`src/rtl/prng_arbiter.sv`:
```
// rtl/prng_arbiter.sv - round-robin random byte server around a shared LCG
// One LCG step per grant or warm-up cycle, so no two consumers ever see the same draw.
module prng_arbiter #(
    parameter int              N      = 32,
    parameter longint unsigned A      = 1103515245,
    parameter longint unsigned C      = 12345,
    parameter int              NREQ   = 4,
    parameter int              OUT_W  = 8,
    parameter int              WARMUP = 16
) (
    input  logic              clk50M,
    input  logic              rst,
    input  logic [NREQ-1:0]   req,
    output logic [NREQ-1:0]   ack,
    output logic [OUT_W-1:0]  rand_out,
    input  logic              seed_load,
    input  logic [N-1:0]      seed,
    output logic              busy
);

    localparam int PW  = (NREQ > 1) ? $clog2(NREQ) : 1;
    localparam int WCW = (WARMUP > 1) ? $clog2(WARMUP) : 1;
    localparam logic [N-1:0]   A_L       = N'(A);
    localparam logic [N-1:0]   C_L       = N'(C);
    localparam logic [WCW-1:0] WARM_LAST = WCW'((WARMUP > 0) ? WARMUP - 1 : 0);
    localparam logic [PW-1:0]  LAST_REQ  = PW'(NREQ - 1);

    typedef enum logic {ST_WARM, ST_SERVE} fsm_e;
    localparam fsm_e START_ST = (WARMUP == 0) ? ST_SERVE : ST_WARM;

    fsm_e              fsm_q, fsm_d;
    logic [N-1:0]      state_q, state_d;
    logic [PW-1:0]     rr_ptr_q, rr_ptr_d;
    logic [NREQ-1:0]   ack_q, ack_d;
    logic [OUT_W-1:0]  rand_q, rand_d;
    logic [WCW-1:0]    warm_cnt_q, warm_cnt_d;

    logic [N-1:0]      lcg_next;
    logic [NREQ-1:0]   eligible;
    logic              found;
    logic [PW-1:0]     winner;
    logic [PW-1:0]     idx;

    assign lcg_next = A_L * state_q + C_L;

    // Requesters acked last cycle are masked so a held req cannot take back-to-back grants.
    always_comb begin
        eligible = req & ~ack_q;
        found    = 1'b0;
        winner   = '0;
        idx      = '0;
        for (int i = 0; i < NREQ; i++) begin
            idx = PW'((int'(rr_ptr_q) + i) % NREQ);
            if (!found && eligible[idx]) begin
                found  = 1'b1;
                winner = idx;
            end
        end
    end

    always_ff @(posedge clk50M) begin
        if (rst) begin
            fsm_q      <= START_ST;
            state_q    <= N'(1);
            rr_ptr_q   <= '0;
            ack_q      <= '0;
            rand_q     <= '0;
            warm_cnt_q <= '0;
        end else begin
            fsm_q      <= fsm_d;
            state_q    <= state_d;
            rr_ptr_q   <= rr_ptr_d;
            ack_q      <= ack_d;
            rand_q     <= rand_d;
            warm_cnt_q <= warm_cnt_d;
        end
    end

    always_comb begin
        fsm_d = fsm_q;
        if (seed_load) begin
            fsm_d = START_ST;
        end else if (fsm_q == ST_WARM && warm_cnt_q == WARM_LAST) begin
            fsm_d = ST_SERVE;
        end
    end

    // A reseed overrides any grant this cycle; the losing request simply stays pending.
    always_comb begin
        state_d    = state_q;
        rr_ptr_d   = rr_ptr_q;
        ack_d      = '0;
        rand_d     = rand_q;
        warm_cnt_d = warm_cnt_q;
        if (seed_load) begin
            state_d    = seed;
            warm_cnt_d = '0;
        end else if (fsm_q == ST_WARM) begin
            state_d    = lcg_next;
            warm_cnt_d = (warm_cnt_q == WARM_LAST) ? '0 : warm_cnt_q + 1'b1;
        end else if (found) begin
            ack_d    = NREQ'(1) << winner;
            rand_d   = state_q[N-1 -: OUT_W];
            state_d  = lcg_next;
            rr_ptr_d = (winner == LAST_REQ) ? '0 : winner + 1'b1;
        end
    end

    assign ack      = ack_q;
    assign rand_out = rand_q;
    assign busy     = (fsm_q == ST_WARM);

endmodule

```
`config.mk`:
```
export PLATFORM = sky130hd
export DESIGN_NAME = prng_arbiter
export DESIGN_NICKNAME = d
export VERILOG_FILES = /design/src/rtl/prng_arbiter.sv
export SDC_FILE = /design/constraint.sdc
export NUM_CORES = 1
export LEC_CHECK = 0
export ABC_AREA = 1
export CELL_PAD_IN_SITES_DETAIL_PLACEMENT = 0
export CELL_PAD_IN_SITES_GLOBAL_PLACEMENT = 1
export CORE_MARGIN = 4
export CORE_UTILIZATION = 53
export CTS_BUF_LIST = sky130_fd_sc_hd__clkbuf_8
export DETAILED_ROUTE_END_ITERATION = 10
export GPL_ROUTABILITY_DRIVEN = 0
export GPL_TIMING_DRIVEN = 0
export PLACE_DENSITY_LB_ADDON = 0.1
export SETUP_SLACK_MARGIN = 0.15
export SLEW_MARGIN = 20
export SYNTH_ARGS = -nofsm -noshare
export SYNTH_HDL_FRONTEND = slang
export SYNTH_SLANG_ARGS = --single-unit
```
`constraint.sdc`:
```
create_clock -name clk50M -period 15.6 [get_ports clk50M]
set_input_delay 3.12 -clock clk50M [delete_from_list [all_inputs] [get_ports clk50M]]
set_output_delay 3.12 -clock clk50M [all_outputs]
set_load 0.005 [all_outputs]
```
==> impl_metrics.csv <==
group,metric,value,unit
synthesis,yosysUniqueCellTypes,43,
synthesis,yosysWarnings,0,
sta,fin_skew,0.00776,ns
finish,nets,1998,
routing,drc,0,
routing,routed_wl,31.9,mm
finish,seq_area,1020,um^2
routing,top_layer,"met4",
critical_path,cp-end-kind,"flip-flop",
global_route,grt_pass1_vias,9964,
synthesis,syn_inst,1506,
place,preCtsSetupSlack,8.49,ns
synthesis,ys_seq_area_share,8.40,%
critical_path,startpoint_type,"flip-flop",
sta,setup_tns,0,ns
global_route,grt_pass1_wl,52.5,mm
clock_tree,clockBufferDepth,2,
sta,slew_headroom,44.8,%
critical_path,cp_slowest_stage_delay,0.87,ns
clock_tree,worst_skew_pair.late_latency,0.32,ns
sta,rsz0062_at_grt,"no",
floorplanning,initial_core_util,53.9,%
critical_path,worst_path_max_delay_cell,"dfxtp_1",
global_route,grt_max_degree,16,
job,max_cap_viol_count,0,
routing,wl_per_cell,17.3,um
clock_tree,cts-root-buf,"clkbuf_8",
routing,drt_first_pass_iters,5,
sta,setup_violations,0,
global_route,antenna_found_initial,0,
synthesis,synth_top_area_share,31.0,%
synthesis,synth_seq_cells,51,
place,place.port_buffers,51,
routing,wl_met1,14.4,mm
global_route,overflow,0,
finish,layout-area-overhead-vs-synth,7.99,%
clock_tree,numCtsBuffers,5,
routing,route.met2.wl,14.9,mm
finish,nFillCells,2185,
floorplanning,die_width,159,um
floorplanning,core,22600,um^2
finish,design_area,13100,um^2
hold_path,min_path_type,"flip-flop to flip-flop",
synthesis,synth_top_area_cell,"fa_1",
clock_tree,postCtsHoldBufs,0,
finish,drive_above_1_share,4.79,%
synthesis,yosys-top-cells-area,"fa_1, ha_1, inv_1",
sta,worst_slack,8.46,ns
global_route,grt_usage,26.3,%
routing,vias,9287,
routing,drtAntennaViolNets,0,
sta,period_minus_slack,7.14,ns
place,dp_hpwl,28.6,mm
place,place_area,13000,um^2
synthesis,synth_area_per_cell,8.07,um^2
clock_tree,cts_sinks,51,
critical_path,crit_buf_inv,8,
routing,drtIter0Drc,519,
critical_path,cpMostUsedCell,"inv_1",
critical_path,critPathKind,"flip-flop to flip-flop",
floorplanning,dieHeight,159,um
clock_tree,htreeDepth,2,
synthesis,synthesis.nets,1940,
sta,hold_violations,0,
clock_tree,clkTransAtPathRegs,0.10,ns
floorplanning,placementRows,55,
routing,viasPerCell,5.02,
clock_tree,cts_setup_buffers,0,
status,status,"complete, no violations",
clock_tree,cts_tree,"done",
floorplanning,die_area,25400,um^2
sta,slew_violations,0,
sta,fin_worst_hold_slack,0.502,ns
sta,max_freq,140,MHz
finish,multiInputGateArea,9160,um^2
floorplanning,ios,52,
routing,wl_met3,1.20,mm
sta,max_slew.worst_pin.slew,0.828,ns
clock_tree,post_cts_resized,0,
critical_path,worstPathRequired,15.78,ns
critical_path,crit_family,"adder cells",
critical_path,arrival,7.32,ns
critical_path,crit_fanout,11,
finish,n_antenna_cell,0,
sta,finalCritPeriodShare,45.8,%
synthesis,netlist_area,12200,um^2
==> synth_stat cells <==
master,instances
nand3b_1,3
xor2_1,15
a311oi_1,2
a21oi_2,20
inv_6,1
o21ai_0,53
nand2_2,19
nor2_1,81
o21a_1,2
nand4_1,3
o311ai_0,1
nor2_4,1
fa_1,188
a31oi_1,5
a21boi_0,1
a211oi_1,1
nand3_1,34
or2_2,1
dfxtp_1,51
buf_6,4
inv_2,3
a31o_2,2
o21ai_2,7
inv_1,486
clkinv_1,1
o21ai_1,5
o211ai_1,8
o21bai_1,4
nor3b_1,1
buf_2,3
nand2_1,174
nor3_1,13
buf_8,1
a21oi_1,70
xnor2_1,14
nand3_2,1
nand3_4,1
clkbuf_1,10
xnor2_2,1
o21a_2,1
buf_12,1
ha_1,207
a21o_1,6
==> placed cells by master (no fill, tap or decap), drive strengths merged, types with 17 or more instances in the layout <==
cell           synthesis  routed
inv                  490     490
ha                   207     207
nand2                193     193
fa                   188     188
a21oi                 90      90
nor2                  82      82
o21ai                 65      65
dfxtp                 51      51
clkdlybuf4s50          0      51
nand3                 36      36
clkbuf                10      17
==> state kept, by name (all words and copies together), names as in the netlist, named ones only <==
name	count
ack	4
fsm_q	1
rand_out	8
rr_ptr_q	1
state_q	32
warm_cnt_q	4
==> per-layer routing <==
layer / up-vias / GRT usage, %
li1: 4625 / -
met1: 4378 / 35.8
met2: 228 / 44.4
met3: 56 / 2.23
met4: 0 / 9.11
met5: - / 0
==> area by class of cell <==
class | instances | share of cell area [%]
multi-input cells | 945 | 69.7
inverters | 491 | 14.1
flip-flops and latches | 51 | 7.78
repair buffers | 51 | 3.89
well taps | 285 | 2.72
plain buffers | 19 | 1.01
clock buffers | 7 | 0.734
clock inverters | 1 | 0.0572
==> path summary, 6_finish.rpt <==
path / from / end / slack [ns] / depth (start not counted)
max: state_q[0] / state_q[25] / 8.46 / 28
min: rand_out[7] / rand_out[7] / 0.50 / 2
max reg2reg: state_q[0] / state_q[25] / 8.46 / 28
min reg2reg: rand_out[7] / rand_out[7] / 0.50 / 2
==> worst reg2reg max path, delay by kind of cell (launching register included) <==
kind	cells	cell delay (ns)
fa+ha+maj	9	3.74
flops	1	0.87
simple gates	7	0.76
compound gates	4	0.59
buf+inv	8	1.06
==> logic make-up (layout without fill, tap and decap cells) <==
| kind of cell | after synthesis | in the layout | share of synthesized area [%] |
|---|---|---|---|
| adders and majority gates | 395 | 395 | 52.3 |
| buffers and inverters | 510 | 569 | 16.3 |
| and+or+nand+nor | 332 | 332 | 11.6 |
| xor gates and xnor gates | 30 | 30 | 2.22 |
| AOI/OAI and AO/OA | 188 | 188 | 9.26 |
| DFF | 51 | 51 | 8.40 |
==> through the flow <==
step	cells	utilization, %
2_1_floorplan	1506	-
4_1_cts	1850	58.2
6_report	1850	58.2
3_3_place_gp	1842	57.7
5_1_grt	1850	58.2
3_5_place_dp	1842	57.7
Power is left out: the tool's default activity adds up to more than one toggle a clock period on the data nets, which glitch-free logic cannot reach.
